$ cat src/rtl/lc3_regfile_pkg.sv
// LC-3 write-back types: word, register index and condition-code bundle.
// Shared by the register file, its interface and the N/Z/P generator.
package lc3_regfile_pkg;

    localparam int DATA_W    = 16;
    localparam int NUM_REGS  = 8;
    localparam int REG_IDX_W = $clog2(NUM_REGS);

    typedef logic [DATA_W-1:0]    word_t;
    typedef logic [REG_IDX_W-1:0] reg_idx_t;

    typedef struct packed {
        logic n;
        logic z;
        logic p;
    } nzp_t;

    localparam nzp_t NZP_RESET = '{n: 1'b0, z: 1'b1, p: 1'b0};

endpackage

$ cat src/rtl/lc3_regfile_wb_if.sv
// Datapath-side bundle of the LC-3 register file: bus, selects, strobes.
// The control/datapath side is the master; the register file is the slave.
interface lc3_regfile_wb_if;
    import lc3_regfile_pkg::*;

    word_t    bus_in;
    reg_idx_t dr_sel;
    logic     ld_reg;
    reg_idx_t sr1_sel;
    reg_idx_t sr2_sel;
    logic     ld_cc;
    logic     ld_ben;
    logic [2:0] ir_nzp;
    word_t    sr1_out;
    word_t    sr2_out;
    logic     n_out;
    logic     z_out;
    logic     p_out;
    logic     ben_out;

    modport master (
        output bus_in, dr_sel, ld_reg, sr1_sel, sr2_sel,
        output ld_cc, ld_ben, ir_nzp,
        input  sr1_out, sr2_out, n_out, z_out, p_out, ben_out
    );

    modport slave (
        input  bus_in, dr_sel, ld_reg, sr1_sel, sr2_sel,
        input  ld_cc, ld_ben, ir_nzp,
        output sr1_out, sr2_out, n_out, z_out, p_out, ben_out
    );

endinterface

$ cat src/rtl/lc3_nzp_gen.sv
// Condition-code classifier: exactly one of N/Z/P for any bus word.
module lc3_nzp_gen
    import lc3_regfile_pkg::*;
(
    input  word_t word,
    output nzp_t  nzp
);

    // Sign bit gives N, all-zero gives Z, everything else is P
    always_comb begin
        nzp   = NZP_RESET;
        nzp.n = word[DATA_W-1];
        nzp.z = (word == '0);
        nzp.p = ~nzp.n & ~nzp.z;
    end

endmodule

$ cat src/rtl/lc3_regfile_wb.sv
// LC-3 write-back: R0-R7, N/Z/P condition codes and BEN flag.
// Define REGFILE_BYPASS_EN to forward bus_in to a read port being written.
module lc3_regfile_wb
    import lc3_regfile_pkg::*;
(
    input logic              Clk,
    input logic              Reset,
    lc3_regfile_wb_if.slave  rf
);

    word_t               regs [NUM_REGS];
    logic [NUM_REGS-1:0] wr_en;
    nzp_t                cc;
    nzp_t                cc_nxt;
    logic                ben;
    logic                ben_nxt;

    lc3_nzp_gen u_nzp (
        .word (rf.bus_in),
        .nzp  (cc_nxt)
    );

    // One-hot write enable from the destination index
    always_comb begin
        wr_en = '0;
        if (rf.ld_reg) begin
            wr_en[rf.dr_sel] = 1'b1;
        end
    end

    // Register array: only the enabled register takes the bus
    always_ff @(posedge Clk or negedge Reset) begin
        if (!Reset) begin
            for (int i = 0; i < NUM_REGS; i++) begin
                regs[i] <= '0;
            end
        end else begin
            for (int i = 0; i < NUM_REGS; i++) begin
                if (wr_en[i]) begin
                    regs[i] <= rf.bus_in;
                end
            end
        end
    end

    // Branch enable evaluated against the flags held before this edge
    always_comb begin
        ben_nxt = |(rf.ir_nzp & {cc.n, cc.z, cc.p});
    end

    // Condition codes and BEN latch on their own strobes
    always_ff @(posedge Clk or negedge Reset) begin
        if (!Reset) begin
            cc  <= NZP_RESET;
            ben <= 1'b0;
        end else begin
            if (rf.ld_cc) begin
                cc <= cc_nxt;
            end
            if (rf.ld_ben) begin
                ben <= ben_nxt;
            end
        end
    end

    // Read ports, optionally forwarding the word being written
    always_comb begin
        rf.sr1_out = regs[rf.sr1_sel];
        rf.sr2_out = regs[rf.sr2_sel];
`ifdef REGFILE_BYPASS_EN
        if (rf.ld_reg && (rf.sr1_sel == rf.dr_sel)) begin
            rf.sr1_out = rf.bus_in;
        end
        if (rf.ld_reg && (rf.sr2_sel == rf.dr_sel)) begin
            rf.sr2_out = rf.bus_in;
        end
`else
`endif
    end

    assign rf.n_out   = cc.n;
    assign rf.z_out   = cc.z;
    assign rf.p_out   = cc.p;
    assign rf.ben_out = ben;

endmodule

$ cat src/flat_wrapper.sv
// flat-port wrapper written by rule: the top's interface ports become plain ports
module lc3_regfile_wb_flat import lc3_regfile_pkg::*;
  (Clk, Reset, rf_bus_in, rf_dr_sel, rf_ld_reg, rf_sr1_sel, rf_sr2_sel, rf_ld_cc, rf_ld_ben, rf_ir_nzp, rf_sr1_out, rf_sr2_out, rf_n_out, rf_z_out, rf_p_out, rf_ben_out);
  lc3_regfile_wb_if rf_i ();
  input logic Clk;
  input logic Reset;
  input wire logic [$bits(rf_i.bus_in)-1:0] rf_bus_in;
  input wire logic [$bits(rf_i.dr_sel)-1:0] rf_dr_sel;
  input wire logic [$bits(rf_i.ld_reg)-1:0] rf_ld_reg;
  input wire logic [$bits(rf_i.sr1_sel)-1:0] rf_sr1_sel;
  input wire logic [$bits(rf_i.sr2_sel)-1:0] rf_sr2_sel;
  input wire logic [$bits(rf_i.ld_cc)-1:0] rf_ld_cc;
  input wire logic [$bits(rf_i.ld_ben)-1:0] rf_ld_ben;
  input wire logic [$bits(rf_i.ir_nzp)-1:0] rf_ir_nzp;
  output wire logic [$bits(rf_i.sr1_out)-1:0] rf_sr1_out;
  output wire logic [$bits(rf_i.sr2_out)-1:0] rf_sr2_out;
  output wire logic [$bits(rf_i.n_out)-1:0] rf_n_out;
  output wire logic [$bits(rf_i.z_out)-1:0] rf_z_out;
  output wire logic [$bits(rf_i.p_out)-1:0] rf_p_out;
  output wire logic [$bits(rf_i.ben_out)-1:0] rf_ben_out;
  assign rf_i.bus_in = rf_bus_in;
  assign rf_i.dr_sel = rf_dr_sel;
  assign rf_i.ld_reg = rf_ld_reg;
  assign rf_i.sr1_sel = rf_sr1_sel;
  assign rf_i.sr2_sel = rf_sr2_sel;
  assign rf_i.ld_cc = rf_ld_cc;
  assign rf_i.ld_ben = rf_ld_ben;
  assign rf_i.ir_nzp = rf_ir_nzp;
  assign rf_sr1_out = rf_i.sr1_out;
  assign rf_sr2_out = rf_i.sr2_out;
  assign rf_n_out = rf_i.n_out;
  assign rf_z_out = rf_i.z_out;
  assign rf_p_out = rf_i.p_out;
  assign rf_ben_out = rf_i.ben_out;
  lc3_regfile_wb u_core (.Clk(Clk), .Reset(Reset), .rf(rf_i));
endmodule
$ cat config.mk
export PLATFORM = sky130hd
export DESIGN_NAME = lc3_regfile_wb_flat
export DESIGN_NICKNAME = d
export VERILOG_FILES = /design/src/rtl/lc3_regfile_pkg.sv /design/src/rtl/lc3_regfile_wb_if.sv /design/src/rtl/lc3_nzp_gen.sv /design/src/rtl/lc3_regfile_wb.sv /design/src/flat_wrapper.sv
export SDC_FILE = /design/constraint.sdc
export NUM_CORES = 1
export LEC_CHECK = 0
export CORE_MARGIN = 5
export CORE_UTILIZATION = 58
export DETAILED_ROUTE_END_ITERATION = 8
export GPL_ROUTABILITY_DRIVEN = 0
export GPL_TIMING_DRIVEN = 1
export PLACE_DENSITY = 0.82
export RECOVER_POWER = 25
export SYNTH_ARGS = -nofsm -noshare
export SYNTH_HDL_FRONTEND = slang
export SYNTH_SLANG_ARGS = --single-unit
$ cat constraint.sdc
create_clock -name Clk -period 2.85 [get_ports Clk]
set_input_delay 0.7125 -clock Clk [delete_from_list [all_inputs] [get_ports Clk]]
set_output_delay 0.7125 -clock Clk [all_outputs]
set_load 0.02 [all_outputs]
==> results of run 1 <==
## metrics by stage
step / power [mW] / area [sq um] / worst slack (ns) / cells
2_1_floorplan: 3.63 / 7200 / 0.316 / 413
3_3_place_gp: 4.19 / 8210 / -0.477 / 647
3_5_place_dp: 4.28 / 8210 / -0.479 / 647
4_1_cts: 6.46 / 8950 / -0.0110 / 680
5_1_grt: 6.69 / 8910 / 0.00686 / 682
6_report: 6.43 / 8910 / 0.0118 / 682
## registers in the layout (all words and copies together) (netlist names)
register,cells
u_core.rf.p_out,1
u_core.rf.z_out,1
u_core.regs,128
u_core.rf.n_out,1
u_core.rf.ben_out,1
## routing by layer
layer	track usage, %	share of wire, %	up-vias
li1	-	-	1863
met1	34.4	42	2378
met2	41.8	50	191
met3	6.48	5.4	42
met4	8.96	2.8	0
met5	0	0	-
## placed cells by master (no fill, tap or decap), types with 2 or more instances in the layout
cell type	instances
sky130_fd_sc_hd__nor2_1	2
sky130_fd_sc_hd__mux2_1	7
sky130_fd_sc_hd__clkinv_2	2
sky130_fd_sc_hd__mux2_2	153
sky130_fd_sc_hd__clkdlybuf4s15_1	2
sky130_fd_sc_hd__clkbuf_8	3
sky130_fd_sc_hd__clkbuf_16	18
sky130_fd_sc_hd__mux4_2	20
sky130_fd_sc_hd__nor3_1	2
sky130_fd_sc_hd__clkdlybuf4s50_1	31
sky130_fd_sc_hd__buf_8	6
sky130_fd_sc_hd__nor3b_4	2
sky130_fd_sc_hd__bufinv_16	3
sky130_fd_sc_hd__buf_12	11
sky130_fd_sc_hd__nor3_4	2
sky130_fd_sc_hd__clkdlybuf4s15_2	18
sky130_fd_sc_hd__buf_4	12
sky130_fd_sc_hd__buf_2	13
sky130_fd_sc_hd__o21ai_0	2
sky130_fd_sc_hd__nand4b_2	3
sky130_fd_sc_hd__clkbuf_1	5
sky130_fd_sc_hd__dfrtp_1	131
sky130_fd_sc_hd__mux4_1	44
sky130_fd_sc_hd__nand2_1	2
sky130_fd_sc_hd__buf_16	4
sky130_fd_sc_hd__clkbuf_2	2
sky130_fd_sc_hd__inv_1	2
## worst register-to-register path: stages (launching register included)
cell and delay (ns):
sky130_fd_sc_hd__dfrtp_1 0.41, sky130_fd_sc_hd__a222oi_1 0.31, sky130_fd_sc_hd__a21oi_1 0.11
## area by class of cell
class / instances / area [sq um]
Sequential cell: 132 / 3300
Multi-Input combinational cell: 248 / 3640
Clock buffer: 24 / 482
Clock inverter: 5 / 100
Fill cell: 741 / 3200
Inverter: 2 / 7.51
Timing Repair Buffer: 103 / 1170
Tap cell: 168 / 210
## final timing paths
path	endpoint	slack, ns	startpoint
max	rf_sr1_out[0]	0.01	rf_sr1_sel[0]
min	u_core.regs[29]	0.24	Reset
max reg2reg	u_core.rf.ben_out	1.90	u_core.rf.p_out
min reg2reg	u_core.regs[107]	0.50	u_core.regs[107]
max in group asynchronous	u_core.regs[65]	1.00	Reset
min in group Clk	u_core.regs[107]	0.50	u_core.regs[107]
## cell families after synthesis
| group | after synthesis | share of synthesized area (%) |
|---|---|---|
| multiplexers | 224 | 47.6 |
| AND/OR/NAND/NOR | 18 | 2.64 |
| AO/OA/AOI/OAI | 6 | 0.574 |
| buffers and inverters | 33 | 3.29 |
| flip-flops | 132 | 45.9 |
## power breakdown
group | leakage [nW] | switching, mW | internal [mW]
Clock | 0.286 | 0.746 | 1.43
Sequential | 1.58 | 0.318 | 2.29
Combinational | 1.94 | 0.658 | 0.995
Total | 3.80 | 1.72 | 4.71
## repair_timing
| action | CTS | global route |
|---|---|---|
| pin swaps | 0 | 0 |
| resized for setup | 117 | 19 |
| hold buffers | 0 | 0 |
| setup buffers | 0 | 1 |
| setup endpoints to repair | 32 | 19 |
| cloned | 4 | 1 |
==> flow_metrics.env, run 1 <==
export IMPL_outcome="complete, no violations"
export IMPL_tightest_slew_ns=1.20
export IMPL_cts_htree_levels=4
export IMPL_global_route_usage_total_pct=25.9
export IMPL_yosys_top_cells_area="sky130_fd_sc_hd__dfrtp_1 46%, sky130_fd_sc_hd__mux2_2 24%, sky130_fd_sc_hd__mux4_1 18%"
export IMPL_required_ns=2.14
export IMPL_clock_fmax_mhz=352
export IMPL_path_class="in -> out"
export IMPL_setup_total_negative_slack_ns=0
export IMPL_post_synth_instance_area_sq_mm=0.00720
export IMPL_drt_first_iter_violations=353
export IMPL_critPathSlowestCell="sky130_fd_sc_hd__mux4_1"
export IMPL_drv_max_cap_violation_count=0
export IMPL_cts_root_buf="sky130_fd_sc_hd__clkbuf_16"
export IMPL_hold_path_class="in -> async"
export IMPL_critPathTopFamily="multiplexers"
export IMPL_number_of_flops_mapped_to_enable_cells_by_yosys=0
export IMPL_placementRows=40
export IMPL_io_pins=69
export IMPL_dr_pass1_iters=6
export IMPL_sequential_to_total_area_share_from_yosys_stat_pct=45.9
export IMPL_grt_ovfl_total=0
export IMPL_drive_gt1_share_pct=53.9
export IMPL_drc=0
export IMPL_yosys_cell_count_top_type="sky130_fd_sc_hd__mux2_2"
export IMPL_cts_made_buffers=17
export IMPL_yosys_warnings=0
export IMPL_timing_final_setup_violations=0
export IMPL_slew_violations=0
export IMPL_min_period_over_period_pct=99.6
export IMPL_timing_final_hold_violations=0
export IMPL_grt_first_pass_wirelength_mm=28.5
export IMPL_place_detailed_hpwl_mm=10.4
export IMPL_power_density_mw_per_mm2=722
export IMPL_maximum_number_of_pins_on_one_net_before_global_route_repair=90
export IMPL_crit_cells=5
export IMPL_detailroute_via_count=4474
export IMPL_maxSlewHeadroom_pct=20.1
export IMPL_max_vdd_ir_drop_v=0.000473
export IMPL_synth_top_cell_by_area="sky130_fd_sc_hd__dfrtp_1"
export IMPL_antenna_cells=0
export IMPL_synth_main_ff_cell="sky130_fd_sc_hd__dfrtp_1"
export IMPL_fp_dieArea_sq_mm=0.0147
export IMPL_tritoncts_num_sinks=132
export IMPL_critical_path_startpoint_type="primary input"
export IMPL_insertion_delay_ns=0.41
export IMPL_area_delta_synth_final_pct=23.8
export IMPL_first_global_vias=4998
export IMPL_finClkSkew_ns=0.000498
export IMPL_worstPathCellList="buf_8 -> buf_8 -> mux4_1 -> mux2_2 -> clkdlybuf4s15_2"
export IMPL_synthesis_nets=446
export IMPL_finalNetCount=537
export IMPL_synth_seq_cells=132
export IMPL_cp_buffers_inverters=3
export IMPL_drt_wirelength_per_cell_um=26.6
export IMPL_antenna_found_initial=0
export IMPL_worst_r2r_cell_count=2
export IMPL_rsz0062_at_grt="false"
export IMPL_synth_top_cells_by_count="153 x sky130_fd_sc_hd__mux2_2, 131 x sky130_fd_sc_hd__dfrtp_1, 48 x sky130_fd_sc_hd__mux4_1"
export IMPL_die_h_um=121
export IMPL_final_period_minus_worst_setup_slack_ns=2.84
export IMPL_finish_utilization_pct=73.6
export IMPL_asyncSetResetFlopFracSynth_pct=100
export IMPL_worst_hold_slack_ns=0.240
export IMPL_tritoncts="built"
export IMPL_post_synthesis_cell_count=413
export IMPL_synthDominantCellAreaShare_pct=45.6
export IMPL_timing_critical_path_mode_cell="sky130_fd_sc_hd__buf_8"
export IMPL_dieWidth_um=121
export IMPL_max_stage_delay_ns=0.56
export IMPL_syn_mean_instance_area_sq_um=17.4
export IMPL_ant_nets=0
export IMPL_cts_path_max_buffers=2
export IMPL_routed_wl_mm=18.1
export IMPL_p_leak_nw=3.80
export IMPL_critPathArrivalTime_ns=2.13
export IMPL_post_drt_via_cell_ratio=6.56
export IMPL_worstSetupEndpointType="output port"
export IMPL_core_area_sq_mm=0.0121
export IMPL_worst_setup_hold_path_clk_slew_ns=0.05
export IMPL_placement_io_buffers=68
export IMPL_effective_utilization_at_floorplan_pct=59.4
export IMPL_synth_distinct_cells=29
export IMPL_worstPathMaxFanout=7
No activity file was read; power rests on OpenSTA's default activity.
==> run 2: changes to the inputs <==
Settings changed: CORE_ASPECT_RATIO set to 1.2, REMOVE_ABC_BUFFERS set to 1.
==> run 2 against run 1 <==
Die area is essentially flat. First-iteration DRC count shrank 24%. Register-to-register slack got worse by 0.02 ns. Clock skew about the same. Sequential share of layout area increased by 0.53 points. Critical path depth is the same. Total power shrank 4.4%. Design area is 1.4% lower. Critical endpoint is now rf_sr2_out[15]. Largest cell class unchanged. Largest power group unchanged.
==> flow_metrics.env, run 2 (synthesized netlist as in run 1, its figures left out) <==
export IMPL_outcome="complete, no violations"
export IMPL_tritoncts="built"
export IMPL_post_drt_via_cell_ratio=6.63
export IMPL_die_h_um=132
export IMPL_worstSetupEndpointType="output port"
export IMPL_antenna_found_initial=0
export IMPL_sw_frac_of_total_pct=27.8
export IMPL_required_ns=2.14
export IMPL_first_global_vias=4876
export IMPL_finClkSkew_ns=0.000627
export IMPL_final_design_area_no_fill_sq_mm=0.00878
export IMPL_max_vdd_ir_drop_v=0.000380
export IMPL_drt_first_iter_violations=270
export IMPL_place_detailed_hpwl_mm=10.0
export IMPL_effective_utilization_at_floorplan_pct=59.4
export IMPL_core_area_sq_mm=0.0121
export IMPL_placement_io_buffers=68
export IMPL_grt_first_pass_wirelength_mm=28.7
export IMPL_seq_power_share_pct=42.2
export IMPL_fp_dieArea_sq_mm=0.0147
export IMPL_most_common_layout_cells="153 x sky130_fd_sc_hd__mux2_2, 131 x sky130_fd_sc_hd__dfrtp_1, 43 x sky130_fd_sc_hd__mux4_1, 31 x sky130_fd_sc_hd__clkdlybuf4s50_1"
export IMPL_largest_register_ffs=128
export IMPL_drc=0
export IMPL_layout_commonest_cell="sky130_fd_sc_hd__mux2_2"
export IMPL_hold_path_class="reg -> reg"
export IMPL_tightest_slew_ns=1.31
export IMPL_dieWidth_um=112
export IMPL_timing_final_hold_violations=0
export IMPL_critical_path_startpoint_type="primary input"
export IMPL_worst_setup_hold_path_clk_slew_ns=0.05
export IMPL_ant_nets=0
export IMPL_global_route_usage_total_pct=25.8
export IMPL_worstPathCellList="buf_6 -> buf_12 -> mux4_2 -> mux2_2 -> clkdlybuf4s15_1"
export IMPL_postPlaceCellArea_sq_mm=0.00817
export IMPL_slew_violations=0
export IMPL_power_net_switching_mw=1.71
export IMPL_drt_wirelength_per_cell_um=27.1
export IMPL_fin_total_pwr_mw=6.15
export IMPL_p_leak_nw=3.78
export IMPL_worst_hold_slack_ns=0.504
export IMPL_layout_cells_non_filler=672
export IMPL_cell_internal_power_mw=4.44
export IMPL_cp_buffers_inverters=3
export IMPL_postCtsHoldBufs=0
export IMPL_grt_ovfl_total=0
export IMPL_area_delta_synth_final_pct=22.1
export IMPL_antenna_cells=0
export IMPL_critPathTopFamily="multiplexers"
export IMPL_cts_root_buf="sky130_fd_sc_hd__clkbuf_16"
export IMPL_p_clk_share_pct=31.3
export IMPL_min_period_over_period_pct=99.1
export IMPL_dpl_cell_count=631
export IMPL_detailroute_via_count=4452
export IMPL_setup_total_negative_slack_ns=0
export IMPL_tritoncts_num_sinks=132
export IMPL_largest_register="u_core.regs"
export IMPL_placementRows=44
export IMPL_final_period_minus_worst_setup_slack_ns=2.82
export IMPL_cts_made_buffers=17
export IMPL_cts_path_max_buffers=2
export IMPL_clock_fmax_mhz=354
export IMPL_drive_gt1_share_pct=53.8
export IMPL_insertion_delay_ns=0.41
export IMPL_routed_wl_mm=18.2
export IMPL_dr_pass1_iters=5
export IMPL_worstPathMaxFanout=6
export IMPL_max_stage_delay_ns=0.52
export IMPL_critPathSlowestCell="sky130_fd_sc_hd__mux4_2"
export IMPL_cts_htree_levels=4
export IMPL_comb_power_share_pct=26.4
export IMPL_path_class="in -> out"
export IMPL_finalNetCount=532
export IMPL_maxSlewHeadroom_pct=12.7
export IMPL_timing_final_setup_violations=0
export IMPL_power_density_mw_per_mm2=700
export IMPL_drv_max_cap_violation_count=0
export IMPL_critPathArrivalTime_ns=2.11
export IMPL_io_pins=69
export IMPL_maximum_number_of_pins_on_one_net_before_global_route_repair=61
export IMPL_num_fill_cells=754
==> run 2: worst paths after layout <==
| path | from | endpoint | slack (ns) | depth (start not counted) |
|---|---|---|---|---|
| min in group asynchronous | Reset | u_core.regs[18] | 0.59 | 1 |
| worst max-delay path | rf_sr2_sel[0] | rf_sr2_out[15] | 0.03 | 5 |
| worst max register to register | u_core.rf.p_out | u_core.rf.ben_out | 1.88 | 2 |
| worst min-delay path | u_core.regs[101] | u_core.regs[101] | 0.50 | 1 |
| max in group asynchronous | Reset | u_core.regs[23] | 0.66 | 2 |
| worst min register to register | u_core.regs[101] | u_core.regs[101] | 0.50 | 1 |
==> run 2: layout make-up <==
class                   instances  area, sq um  area share, %
clock inverters                 5         25.0          0.285
clock buffers                  26          499           5.68
repair buffers                 98         1110           12.6
well taps                     161          201           2.29
multi-input cells             248         3640           41.4
flip-flops and latches        132         3300           37.6
inverters                       2         7.51         0.0855
==> run 2: power by group through the flow <==
stage	logic [mW]	clock network (mW)	registers, mW
floorplan	1.08	0	2.48
global placement	1.64	0	2.54
detailed placement	1.68	0	2.59
CTS	1.65	1.94	2.57
global route	1.73	2.05	2.64
finish	1.62	1.93	2.60
==> run 2: through the flow <==
step / utilization, % / setup slack (ns)
after global routing: 72.5 / -0.00197
after detailed placement: 67.5 / -0.491
after CTS: 73.1 / -0.00203
after global placement: 67.5 / -0.477
after floorplan: - / 0.593
final: 72.5 / 0.0253
==> run 2: repair_timing <==
item | in CTS | in global routing
resized for setup | 121 | 20
cloned | 7 | 0
buffers inserted | 0 | 3
setup endpoints to repair | 32 | 21
pin swaps | 0 | 0
==> run 2: layer usage <==
metal	share of wire (%)	vias to the layer above	global-route usage, %
met5	0	-	0
met4	2.6	0	9.20
met3	5.4	38	5.33
met2	52	182	43.1
met1	40	2365	33.8
li1	-	1867	-
==> run 2: worst register-to-register path: stages, from the launching register on <==
cell                       delay (ns)
sky130_fd_sc_hd__dfrtp_1         0.41
sky130_fd_sc_hd__a222oi_1        0.33
sky130_fd_sc_hd__a21oi_1         0.11
